`src/rtl/hazard_scoreboard_if.sv`:
```
// rtl/hazard_scoreboard_if.sv - decode-side bundle between pipeline control and the hazard scoreboard
interface hazard_scoreboard_if #(
  parameter int REG_W  = 5,
  parameter int STAGES = 3,
  parameter int CNT_W  = 16
);
  localparam int FW = $clog2(STAGES + 1);

  logic             advance;
  logic             flush;
  logic             issue_valid;
  logic             issue_wen;
  logic [REG_W-1:0] issue_wsel;
  logic             issue_load;
  logic [REG_W-1:0] rs;
  logic [REG_W-1:0] rt;
  logic             rs_used;
  logic             rt_used;
  logic             mem_req;
  logic             dhit;
  logic [FW-1:0]    fwd_rs;
  logic [FW-1:0]    fwd_rt;
  logic             stall;
  logic             freeze;
  logic             clr_cnt;
  logic [CNT_W-1:0] stall_cycles;

  modport master (
    output advance, flush, issue_valid, issue_wen, issue_wsel, issue_load,
    output rs, rt, rs_used, rt_used, mem_req, dhit, clr_cnt,
    input  fwd_rs, fwd_rt, stall, freeze, stall_cycles
  );

  modport slave (
    input  advance, flush, issue_valid, issue_wen, issue_wsel, issue_load,
    input  rs, rt, rs_used, rt_used, mem_req, dhit, clr_cnt,
    output fwd_rs, fwd_rt, stall, freeze, stall_cycles
  );
endinterface

```
`src/rtl/hazard_scoreboard.sv`:
```
// rtl/hazard_scoreboard.sv - STAGES-deep in-flight write scoreboard: forwarding, load-use stall, cache freeze
// Define HAZ_PERF_EN to build the stall/freeze cycle counter; otherwise stall_cycles reads 0.
module hazard_scoreboard #(
  parameter int REG_W      = 5,
  parameter int STAGES     = 3,
  parameter int LOAD_STAGE = 1,
  parameter int CNT_W      = 16
) (
  input logic               CLK,
  input logic               RST,
  hazard_scoreboard_if.slave sb
);
  localparam int FW = $clog2(STAGES + 1);

  typedef enum logic [1:0] {RUN, LU_STALL, MEM_WAIT} state_t;

  state_t state, state_nxt;

  // index 0 is the youngest entry (EX), STAGES-1 is WB
  logic [STAGES-1:0]            e_valid;
  logic [STAGES-1:0]            e_wen;
  logic [STAGES-1:0]            e_load;
  logic [STAGES-1:0][REG_W-1:0] e_wsel;

  logic [FW-1:0] fwd_rs_c, fwd_rt_c;
  logic          hz_rs, hz_rt;
  logic          stall_c, freeze_c;

  // Walk oldest to youngest so the youngest forwardable match is left standing.
  always_comb begin
    fwd_rs_c = '0;
    fwd_rt_c = '0;
    hz_rs    = 1'b0;
    hz_rt    = 1'b0;
    for (int k = STAGES - 1; k >= 0; k--) begin
      if (e_valid[k] && e_wen[k] && e_wsel[k] != '0) begin
        if (e_load[k] && k < LOAD_STAGE) begin
          if (sb.rs_used && e_wsel[k] == sb.rs) hz_rs = 1'b1;
          if (sb.rt_used && e_wsel[k] == sb.rt) hz_rt = 1'b1;
        end else begin
          if (sb.rs_used && e_wsel[k] == sb.rs) fwd_rs_c = FW'(k + 1);
          if (sb.rt_used && e_wsel[k] == sb.rt) fwd_rt_c = FW'(k + 1);
        end
      end
    end
  end

  assign stall_c  = (state == RUN) && sb.issue_valid && (hz_rs || hz_rt);
  assign freeze_c = sb.mem_req && !sb.dhit;

  assign sb.fwd_rs = RST ? '0 : fwd_rs_c;
  assign sb.fwd_rt = RST ? '0 : fwd_rt_c;
  assign sb.stall  = !RST && stall_c;
  assign sb.freeze = !RST && freeze_c;

  always_comb begin
    state_nxt = state;
    if (freeze_c) begin
      state_nxt = MEM_WAIT;
    end else begin
      case (state)
        RUN:      if (stall_c && sb.advance) state_nxt = LU_STALL;
        LU_STALL: if (sb.advance) state_nxt = RUN;
        MEM_WAIT: state_nxt = RUN;
        default:  state_nxt = RUN;
      endcase
    end
  end

  always_ff @(posedge CLK or posedge RST) begin
    if (RST) begin
      state   <= RUN;
      e_valid <= '0;
      e_wen   <= '0;
      e_load  <= '0;
      e_wsel  <= '0;
    end else begin
      state <= state_nxt;
      if (!freeze_c && sb.advance) begin
        // a stall re-presents the decode instruction, so a flush alongside it is moot
        e_valid <= {e_valid[STAGES-2:0], !stall_c && sb.issue_valid && !sb.flush};
        e_wen   <= {e_wen[STAGES-2:0],   sb.issue_wen};
        e_load  <= {e_load[STAGES-2:0],  sb.issue_load};
        e_wsel  <= {e_wsel[STAGES-2:0],  sb.issue_wsel};
      end
    end
  end

`ifdef HAZ_PERF_EN
  logic [CNT_W-1:0] cnt;

  always_ff @(posedge CLK or posedge RST) begin
    if (RST) begin
      cnt <= '0;
    end else if (sb.clr_cnt) begin
      cnt <= '0;
    end else if ((stall_c || freeze_c) && cnt != '1) begin
      cnt <= cnt + 1'b1;
    end
  end

  assign sb.stall_cycles = cnt;
`else
  logic unused_clr_cnt;

  assign unused_clr_cnt  = sb.clr_cnt;
  assign sb.stall_cycles = '0;
`endif
endmodule
```
`src/flat_wrapper.sv`:
```
// flat-port wrapper written by rule: the top's interface ports become plain ports
module hazard_scoreboard_flat 
#(
  parameter int REG_W      = 5,
  parameter int STAGES     = 3,
  parameter int LOAD_STAGE = 1,
  parameter int CNT_W      = 16
)
  (CLK, RST, sb_advance, sb_flush, sb_issue_valid, sb_issue_wen, sb_issue_wsel, sb_issue_load, sb_rs, sb_rt, sb_rs_used, sb_rt_used, sb_mem_req, sb_dhit, sb_clr_cnt, sb_fwd_rs, sb_fwd_rt, sb_stall, sb_freeze, sb_stall_cycles);
  hazard_scoreboard_if #(.REG_W(REG_W), .STAGES(STAGES), .CNT_W(CNT_W)) sb_i ();
  input logic CLK;
  input logic RST;
  input wire logic [$bits(sb_i.advance)-1:0] sb_advance;
  input wire logic [$bits(sb_i.flush)-1:0] sb_flush;
  input wire logic [$bits(sb_i.issue_valid)-1:0] sb_issue_valid;
  input wire logic [$bits(sb_i.issue_wen)-1:0] sb_issue_wen;
  input wire logic [$bits(sb_i.issue_wsel)-1:0] sb_issue_wsel;
  input wire logic [$bits(sb_i.issue_load)-1:0] sb_issue_load;
  input wire logic [$bits(sb_i.rs)-1:0] sb_rs;
  input wire logic [$bits(sb_i.rt)-1:0] sb_rt;
  input wire logic [$bits(sb_i.rs_used)-1:0] sb_rs_used;
  input wire logic [$bits(sb_i.rt_used)-1:0] sb_rt_used;
  input wire logic [$bits(sb_i.mem_req)-1:0] sb_mem_req;
  input wire logic [$bits(sb_i.dhit)-1:0] sb_dhit;
  input wire logic [$bits(sb_i.clr_cnt)-1:0] sb_clr_cnt;
  output wire logic [$bits(sb_i.fwd_rs)-1:0] sb_fwd_rs;
  output wire logic [$bits(sb_i.fwd_rt)-1:0] sb_fwd_rt;
  output wire logic [$bits(sb_i.stall)-1:0] sb_stall;
  output wire logic [$bits(sb_i.freeze)-1:0] sb_freeze;
  output wire logic [$bits(sb_i.stall_cycles)-1:0] sb_stall_cycles;
  assign sb_i.advance = sb_advance;
  assign sb_i.flush = sb_flush;
  assign sb_i.issue_valid = sb_issue_valid;
  assign sb_i.issue_wen = sb_issue_wen;
  assign sb_i.issue_wsel = sb_issue_wsel;
  assign sb_i.issue_load = sb_issue_load;
  assign sb_i.rs = sb_rs;
  assign sb_i.rt = sb_rt;
  assign sb_i.rs_used = sb_rs_used;
  assign sb_i.rt_used = sb_rt_used;
  assign sb_i.mem_req = sb_mem_req;
  assign sb_i.dhit = sb_dhit;
  assign sb_i.clr_cnt = sb_clr_cnt;
  assign sb_fwd_rs = sb_i.fwd_rs;
  assign sb_fwd_rt = sb_i.fwd_rt;
  assign sb_stall = sb_i.stall;
  assign sb_freeze = sb_i.freeze;
  assign sb_stall_cycles = sb_i.stall_cycles;
  hazard_scoreboard #(.REG_W(REG_W), .STAGES(STAGES), .LOAD_STAGE(LOAD_STAGE), .CNT_W(CNT_W)) u_core (.CLK(CLK), .RST(RST), .sb(sb_i));
endmodule
```
`config.mk`:
```
export PLATFORM = sky130hd
export DESIGN_NAME = hazard_scoreboard_flat
export DESIGN_NICKNAME = d
export VERILOG_FILES = /design/src/rtl/hazard_scoreboard_if.sv /design/src/rtl/hazard_scoreboard.sv /design/src/flat_wrapper.sv
export SDC_FILE = /design/constraint.sdc
export NUM_CORES = 1
export LEC_CHECK = 0
export CAP_MARGIN = 15
export CORE_ASPECT_RATIO = 1.75
export CORE_MARGIN = 8
export CORE_UTILIZATION = 47
export CTS_BUF_LIST = sky130_fd_sc_hd__clkbuf_8
export DETAILED_ROUTE_END_ITERATION = 12
export PLACE_DENSITY = 0.78
export SLEW_MARGIN = 40
export SYNTH_ARGS = -nofsm -noshare
export SYNTH_HDL_FRONTEND = slang
export SYNTH_SLANG_ARGS = --single-unit
```
`constraint.sdc`:
```
create_clock -name CLK -period 2.01 [get_ports CLK]
set_input_delay 0.201 -clock CLK [delete_from_list [all_inputs] [get_ports CLK]]
set_output_delay 0.201 -clock CLK [all_outputs]
set_load 0.1 [all_outputs]
```
Word-level counts from Yosys, hierarchy flattened
Index checks and enable logic that the tools add are counted.

storage, ports and cells
  register bits after elaboration = 24
  input bits = 27
  output and inout port bits = 22
  logic and storage cells = 74

operators by class
  equal/unequal tests = 9
  mux-type cells = 26
  reductions and logical operators = 32

operators with widths
  kind                number
  $mux 2              19
  $eq 5x5->1          6
  $logic_and 1x1->1   21
  $reduce_bool 5->1   3
  $mux 1              6
  $ne 3x2->1 const B  2
  $logic_not 1->1     5
  $pmux 2 s2          1
  $eq 2x1->1 const B  1
  $logic_not 2->1     1
  $reduce_and 2->1    1
  $logic_or 1x1->1    1

Logic depth before layout (Yosys ltp)
Gate-level depths: netlist of the first run.

  depth in word-level cells = 11
  mapped depth = 5
  depth with buffers taken out = 5

Least setup slack after synthesis of the first run
OpenSTA, ideal clock, no wires.

  path type = reg-to-output
  start = register u_core.e_wsel[2] (netlist bit)
  end = output port sb_fwd_rs[1]
  arrival = 3.286 ns
  data required time = 1.809 ns
  slack = -1.477 ns
  stages on the path, launching flop included = 5
  buffers on the path = 0
  cells stage by stage = dfrtp_1 -> or4_1 -> o211ai_2 -> nor4_1 -> nor3_1

between the ends
  word-level cells in the longest chain between the ends = 6
  elaborated cells on any way between the ends = 8
  classes of those cells = eq/ne (1); mux (4); reduce/logical (3)

RTL lines
  item                      line                     RTL
  start: declaration        hazard_scoreboard.sv:23  logic [STAGES-1:0][REG_W-1:0] e_wsel;
  start signal: assignment  hazard_scoreboard.sv:84  e_wsel <= {e_wsel[STAGES-2:0], sb.issue_wsel};
  $eq 5x5->1                hazard_scoreboard.sv:41  if (sb.rs_used && e_wsel[k] == sb.rs) fwd_rs_c = FW'(k + 1);
  $logic_and 1x1->1         hazard_scoreboard.sv:41
  $mux 2                    hazard_scoreboard.sv:41
  $mux 2                    hazard_scoreboard.sv:37  if (e_load[k] && k < LOAD_STAGE) begin
  $mux 2 *                  hazard_scoreboard.sv:36  if (e_valid[k] && e_wen[k] && e_wsel[k] != '0) begin
  $mux 2 *                  hazard_scoreboard.sv:51  assign sb.fwd_rs = RST ? '0 : fwd_rs_c;
  end: declaration          flat_wrapper.sv:26       output wire logic [$bits(sb_i.fwd_rs)-1:0] sb_fwd_rs;

Mark *: on every way between the ends. The rest lies on a longest branch, timed or not.

Worst setup path after layout of the first run
  start = register u_core.e_wsel[8] (netlist bit)
  end = output port sb_fwd_rt[1]

between the ends
  word-level cells in the longest chain between the ends = 8
  elaborated cells on any way between the ends = 10
  classes of those cells = eq/ne (1); mux (6); reduce/logical (3)

RTL lines
  item               line                     RTL
  $eq 5x5->1         hazard_scoreboard.sv:42  if (sb.rt_used && e_wsel[k] == sb.rt) fwd_rt_c = FW'(k + 1);
  $logic_and 1x1->1  hazard_scoreboard.sv:42
  $mux 2             hazard_scoreboard.sv:42
  $mux 2 *           hazard_scoreboard.sv:36
  $mux 2             hazard_scoreboard.sv:42
  $mux 2             hazard_scoreboard.sv:37
  $mux 2 *           hazard_scoreboard.sv:36
  $mux 2 *           hazard_scoreboard.sv:52  assign sb.fwd_rt = RST ? '0 : fwd_rt_c;
  end: declaration   flat_wrapper.sv:27       output wire logic [$bits(sb_i.fwd_rt)-1:0] sb_fwd_rt;

Marked as above.

==> results.sh, run 1 <==
export IMPL_clockBufferDepth=2
export IMPL_endpoint_kind="primary output"
export IMPL_hold_viol=0
export IMPL_drt_iter0_markers=27
export IMPL_period_share_pct=111
export IMPL_die_w_um=58.8
export IMPL_ys_flop_type="dfrtp_1"
export IMPL_synth_cell_area_um2=1510
export IMPL_tns_ns=-1.04
export IMPL_stdcell_count=237
export IMPL_clk_pin_slew_ns=0.08
export IMPL_rrSetupSlack_ns=-0.10
export IMPL_start_kind="flop"
export IMPL_powerDensity_nw_per_um2=716
export IMPL_ant_nets=0
export IMPL_rows=27
export IMPL_syn_to_final_growth_pct=49.8
export IMPL_failed_checks="setup timing"
export IMPL_firstDrtPassIters=4
export IMPL_synth_area_leaders="dfrtp_1 40%, mux2_2 16%, xnor2_1 13%, buf_4 8.0%, xor2_1 4.6%"
export IMPL_final_cell_mix="23 x clkdlybuf4s50_1, 21 x mux2_2, 21 x buf_4, 21 x dfrtp_1, 19 x xnor2_1"
export IMPL_die_h_um=91.0
export IMPL_critPathRequiredTime_ns=1.81
export IMPL_synth_top_area_cell="dfrtp_1"
export IMPL_io_pins=49
export IMPL_nets=223
export IMPL_combPwrFrac_pct=40.5
export IMPL_synthCells=140
export IMPL_wl_mm=4.26
export IMPL_coreArea_um2=3110
export IMPL_insertion_delay_ns=0.26
export IMPL_grt_setup_unrepaired="yes"
export IMPL_grtUsageTotal_pct=15.9
export IMPL_fmax_ghz=0.448
export IMPL_p_int_mw=1.01
export IMPL_initial_utilization_pct=48.6
export IMPL_synth_top_cell_area_share_pct=39.8
export IMPL_maxSlewHeadroom_pct=65.6
export IMPL_grt_overflow=0
export IMPL_holdCritPathClass="reg -> reg"
export IMPL_synth_avg_cell_area_um2=10.8
export IMPL_setup_viol=6
export IMPL_die_area_um2=5350
export IMPL_fin_skew_ns=0.00471
export IMPL_swShare_pct=37.6
export IMPL_cts_root_buf="clkbuf_8"
export IMPL_status="finished with violations"
export IMPL_worst_pin_slew_ns=0.514
export IMPL_antenna_found_initial=0
export IMPL_vias_per_cell=5.35
export IMPL_cts_buffers=3
export IMPL_critPathArrivalTime_ns=2.03
export IMPL_postSynth_asyncResetShare_pct=100
export IMPL_place_inst=227
export IMPL_wl_per_cell_um=18.0
export IMPL_layout_commonest_cell="clkdlybuf4s50_1"
export IMPL_critPathMaxFanout=4
export IMPL_vdd_drop_max_mv=0.556
export IMPL_power_leakage_nw=0.930
export IMPL_yosys_warnings=0
export IMPL_synthDistinctLibCells=26
export IMPL_cts_tree="yes"
export IMPL_fin_crit_ns=2.23
export IMPL_synth_seq_area_share_pct=39.8
export IMPL_power_switching_uw=609
export IMPL_pwr_share_clk_pct=16.7
export IMPL_slew_viol_final=0
export IMPL_h_tree_depth=1
export IMPL_critPathKind="reg -> out"
export IMPL_routabilityCongestion=0.851
export IMPL_maxCapViolCount=0
export IMPL_vias=1267
export IMPL_port_buffers=31
export IMPL_grt_pass1_wl_mm=6.66
export IMPL_power_mw=1.62
export IMPL_setup_slack_ns=-0.225
export IMPL_ys_seq_elements=24
export IMPL_seqPwrFrac_pct=42.8
export IMPL_dp_hpwl_mm=3.08
export IMPL_grt_pass1_vias=1382
export IMPL_grt_max_degree=25
export IMPL_synth_edf_count=0
export IMPL_antennaDiodeCount=0
export IMPL_cts_sinks=24
export IMPL_drive_gt1_share_pct=42.8
export IMPL_drc=0
[metrics by stage]
step                      worst slack [ns]  cell area [um^2]  utilization [%]  hold WS, ns
final                               -0.225              2260             72.7        0.539
after global routing                -0.293              2260             72.7        0.549
after CTS                           -0.204              2220             71.4        0.546
after detailed placement            -0.174              2030             65.4        0.495
after global placement             -0.0929              2030             65.4        0.463
after floorplan                     -0.270              1610                -        0.216
[state kept, by name (all words and copies together), names as in the netlist]
| name | count |
|---|---|
| u_core.e_wen | 3 |
| u_core.e_load | 1 |
| u_core.e_valid | 3 |
| u_core.e_wsel | 15 |
| u_core.state | 2 |
[power by group through the flow]
stage                     clock [mW]  combinational, mW  sequential (mW)
final                          0.270              0.655            0.693
after global routing           0.307              0.690            0.703
after CTS                      0.281              0.622            0.687
after detailed placement           0              0.571            0.691
after global placement             0              0.553            0.681
after floorplan                    0              0.422            0.669
[worst max-delay path: stages (launching register included)]
cell and delay (ns):
dfrtp_2 0.45, xor2_1 0.18, nor4_2 0.34, nand4_1 0.20
nor2b_4 0.18, nor3_4 0.22, buf_12 0.20
[final cells by class]
type	count	area, um^2
Tap cell	43	53.8
Fill cell	214	847
Timing Repair Buffer	54	564
Multi-Input combinational cell	110	986
Clock buffer	3	41.3
Sequential cell	24	604
Inverter	3	11.3
[cells in the mapped netlist, types with 2 or more instances]
cell	instances
a21oi_1	2
buf_2	2
buf_4	16
dfrtp_1	24
inv_1	3
mux2_2	21
nand2_1	4
nand4_1	8
nor2_1	7
nor2b_1	2
nor3_1	4
nor4_1	4
or4_1	2
xnor2_1	22
xor2_1	8
[layer usage]
layer | share of wire, % | vias to the layer above | track usage (%)
li1 | - | 569 | -
met1 | 35 | 643 | 16.4
met2 | 54 | 45 | 28.2
met3 | 7.2 | 10 | 3.81
met4 | 2.9 | 0 | 7.83
met5 | 0 | - | 0
[kinds of logic (layout without fill, tap and decap cells)]
| kind of cell | Yosys count | in the layout | synth area share [%] |
|---|---|---|---|
| buf+inv | 21 | 60 | 9.37 |
| xor+xnor | 30 | 30 | 17.4 |
| other cells | 1 | 16 | 0.249 |
| mux | 21 | 21 | 15.7 |
| simple gates | 35 | 35 | 13.0 |
| compound gates | 8 | 8 | 4.48 |
| flops | 24 | 24 | 39.8 |
[worst paths after layout]
path,to,cells after the start,start
worst max-delay path,sb_fwd_rt[1],6,u_core.e_wsel[8]
worst min-delay path,u_core.e_valid[1],1,u_core.e_valid[1]
worst max register to register,u_core.e_valid[0],10,u_core.e_wsel[1]
worst min register to register,u_core.e_valid[1],1,u_core.e_valid[1]
max in group asynchronous,u_core.e_wsel[8],3,RST
min in group asynchronous,u_core.state[1],3,RST
[repair_timing]
| item | CTS | global route |
|---|---|---|
| hold buffers | 0 | 0 |
| resized for setup | 22 | 8 |
| setup buffers | 5 | 2 |
| setup endpoints to repair | 5 | 6 |
| pin swaps | 9 | 2 |
Note: power is estimated with default switching activity, not from simulation.
==> run 2: changes to the inputs <==
--- a/config.mk
+++ b/config.mk
@@ -10,6 +10,7 @@
 export CORE_MARGIN = 8
 export CORE_UTILIZATION = 47
 export CTS_BUF_LIST = sky130_fd_sc_hd__clkbuf_8
+export CTS_CLUSTER_SIZE = 24
 export DETAILED_ROUTE_END_ITERATION = 12
 export PLACE_DENSITY = 0.78
 export SLEW_MARGIN = 40
==> results of run 2 <==
Final layout, timing and power as in run 1 (identical DEF).
==> run 3: changes to the inputs <==
--- a/config.mk
+++ b/config.mk
@@ -12,7 +12,10 @@
 export CTS_BUF_LIST = sky130_fd_sc_hd__clkbuf_8
 export CTS_CLUSTER_SIZE = 24
 export DETAILED_ROUTE_END_ITERATION = 12
+export GPL_ROUTABILITY_DRIVEN = 0
+export GPL_TIMING_DRIVEN = 0
 export PLACE_DENSITY = 0.78
+export SKIP_LAST_GASP = 1
 export SLEW_MARGIN = 40
 export SYNTH_ARGS = -nofsm -noshare
 export SYNTH_HDL_FRONTEND = slang
==> results.sh, run 3 (synthesis gave the netlist of run 1 again) <==
export IMPL_grtUsageTotal_pct=15.3
export IMPL_vias_per_cell=5.15
export IMPL_cts_root_buf="clkbuf_8"
export IMPL_fin_area_um2=2220
export IMPL_critPathMaxFanout=4
export IMPL_startpoint="u_core.e_wsel[3]"
export IMPL_holdCritPathClass="in -> reg"
export IMPL_die_h_um=91.0
export IMPL_pre_cts_slack_ns=-0.536
export IMPL_h_tree_depth=1
export IMPL_setup_viol=6
export IMPL_port_buffers=31
export IMPL_fin_crit_ns=2.29
export IMPL_grt_max_degree=25
export IMPL_powerDensity_nw_per_um2=712
export IMPL_vdd_drop_max_mv=0.530
export IMPL_failed_checks="setup timing"
export IMPL_cts_sinks=24
export IMPL_timing_rr_start="u_core.e_wsel[3]"
export IMPL_final_cell_mix="24 x buf_4, 22 x xnor2_1, 21 x mux2_2, 21 x clkdlybuf4s50_1, 21 x dfrtp_1"
export IMPL_cts_buffers=3
export IMPL_firstDrtPassIters=4
export IMPL_dp_hpwl_mm=3.04
export IMPL_fillers=225
export IMPL_syn_to_final_growth_pct=47.3
export IMPL_reg_top3="u_core.e_wsel x15, u_core.e_valid x3, u_core.e_wen x3"
export IMPL_io_pins=49
export IMPL_drt_iter0_markers=34
export IMPL_regMostFlops="u_core.e_wsel"
export IMPL_clk_pin_slew_ns=0.08
export IMPL_crit_end="sb_stall"
export IMPL_worst_pin_slew_ns=0.540
export IMPL_grt_setup_unrepaired="yes"
export IMPL_antennaDiodeCount=0
export IMPL_start_kind="flop"
export IMPL_layout_commonest_cell="buf_4"
export IMPL_die_w_um=58.8
export IMPL_die_area_um2=5350
export IMPL_stdcell_count=241
export IMPL_antenna_found_initial=0
export IMPL_wl_per_cell_um=17.4
export IMPL_wl_mm=4.18
export IMPL_critPathArrivalTime_ns=2.09
export IMPL_r2r_end="u_core.state[0]"
export IMPL_place_inst=229
export IMPL_critPathRequiredTime_ns=1.81
export IMPL_holdPathStages=2
export IMPL_clockBufferDepth=2
export IMPL_period_share_pct=114
export IMPL_grt_overflow=0
export IMPL_fin_skew_ns=0.00206
export IMPL_endpoint_kind="primary output"
export IMPL_cts_tree="yes"
export IMPL_slew_viol_final=0
export IMPL_grt_pass1_vias=1359
export IMPL_hold_viol=0
export IMPL_insertion_delay_ns=0.26
export IMPL_maxCapViolCount=0
export IMPL_status="finished with violations"
export IMPL_maxSlewHeadroom_pct=63.9
export IMPL_fmax_ghz=0.437
export IMPL_drive_gt1_share_pct=40.4
export IMPL_reg2regPathDepth=8
export IMPL_rrSetupSlack_ns=-0.07
export IMPL_largest_register_ffs=15
export IMPL_coreArea_um2=3110
export IMPL_drc=0
export IMPL_nets=227
export IMPL_ant_nets=0
export IMPL_vias=1242
export IMPL_grt_pass1_wl_mm=6.51
export IMPL_initial_utilization_pct=48.6
export IMPL_rows=27
export IMPL_setup_slack_ns=-0.276
export IMPL_power_leakage_nw=0.927
export IMPL_critPathKind="reg -> out"
export IMPL_tns_ns=-1.25
export IMPL_place_area_um2=1940
==> run 3: cell types whose count changed in the layout (fill, tap and decap cells not counted), sizes merged <==
cell,previous run,this run
clkdlybuf4s50,23,21
dlygate4sd2,0,4
buf,29,33
dlymetal6s2s,2,0
==> run 3: per-layer routing <==
metal	up-vias	part of all wire [%]	wire, um	global-route usage [%]
met2	48	53	2240	27.1
met1	602	35	1470	15.3
li1	576	-	-	-
met4	0	3.5	148	8.23
met3	16	7.8	328	4.38
met5	-	0	0	0
==> run 3: report_power, final <==
group          total, mW  switching (mW)  internal [mW]
Clock              0.284           0.150          0.134
Sequential         0.703           0.129          0.574
Combinational      0.596           0.325          0.271
==> run 3: worst max-delay path, stage by stage, from the launching register on <==
cell and delay [ns]:
dfrtp_2 0.44, or4_4 0.54, o211ai_4 0.29, buf_6 0.15, nor4_4 0.04, o21ai_2 0.08
nor2_2 0.08, buf_12 0.19
==> run 3: area by class of cell <==
cell class              count  area [um^2]  area share, %
plain buffers              18          130           5.86
repair buffers             40          422           19.0
multi-input cells         110          960           43.2
inverters                   3         11.3          0.507
flip-flops and latches     24          604           27.2
clock buffers               3         41.3           1.86
well taps                  43         53.8           2.42
==> run 3: worst min path at each step <==
stage | from | end | slack [ns]
2_1_floorplan | RST | u_core.e_load[0] | 0.22
3_3_place_gp | u_core.state[1] | u_core.state[0] | 0.46
3_5_place_dp | u_core.state[1] | u_core.state[0] | 0.51
4_1_cts | u_core.e_valid[2] | u_core.e_valid[2] | 0.54
5_1_grt | sb_issue_wsel[4] | u_core.e_wsel[4] | 0.54
6_report | sb_issue_wsel[0] | u_core.e_wsel[0] | 0.54
==> run 3: through the flow <==
| stage | total power [mW] | utilization [%] | hold WS [ns] |
|---|---|---|---|
| 3_3_place_gp | 1.22 | 63.4 | 0.464 |
| 2_1_floorplan | 1.09 | - | 0.216 |
| 6_report | 1.58 | 71.5 | 0.544 |
| 4_1_cts | 1.56 | 70.3 | 0.540 |
| 5_1_grt | 1.66 | 71.5 | 0.541 |
| 3_5_place_dp | 1.24 | 62.4 | 0.505 |
==> run 3: timing repair <==
action,4_1_cts,5_1_grt
setup buffers,6,3
endpoints found under the hold margin,0,0
hold buffers,0,0
gates cloned,0,0
gates resized for setup,42,3
pin swaps,14,7
setup endpoints to repair,5,5
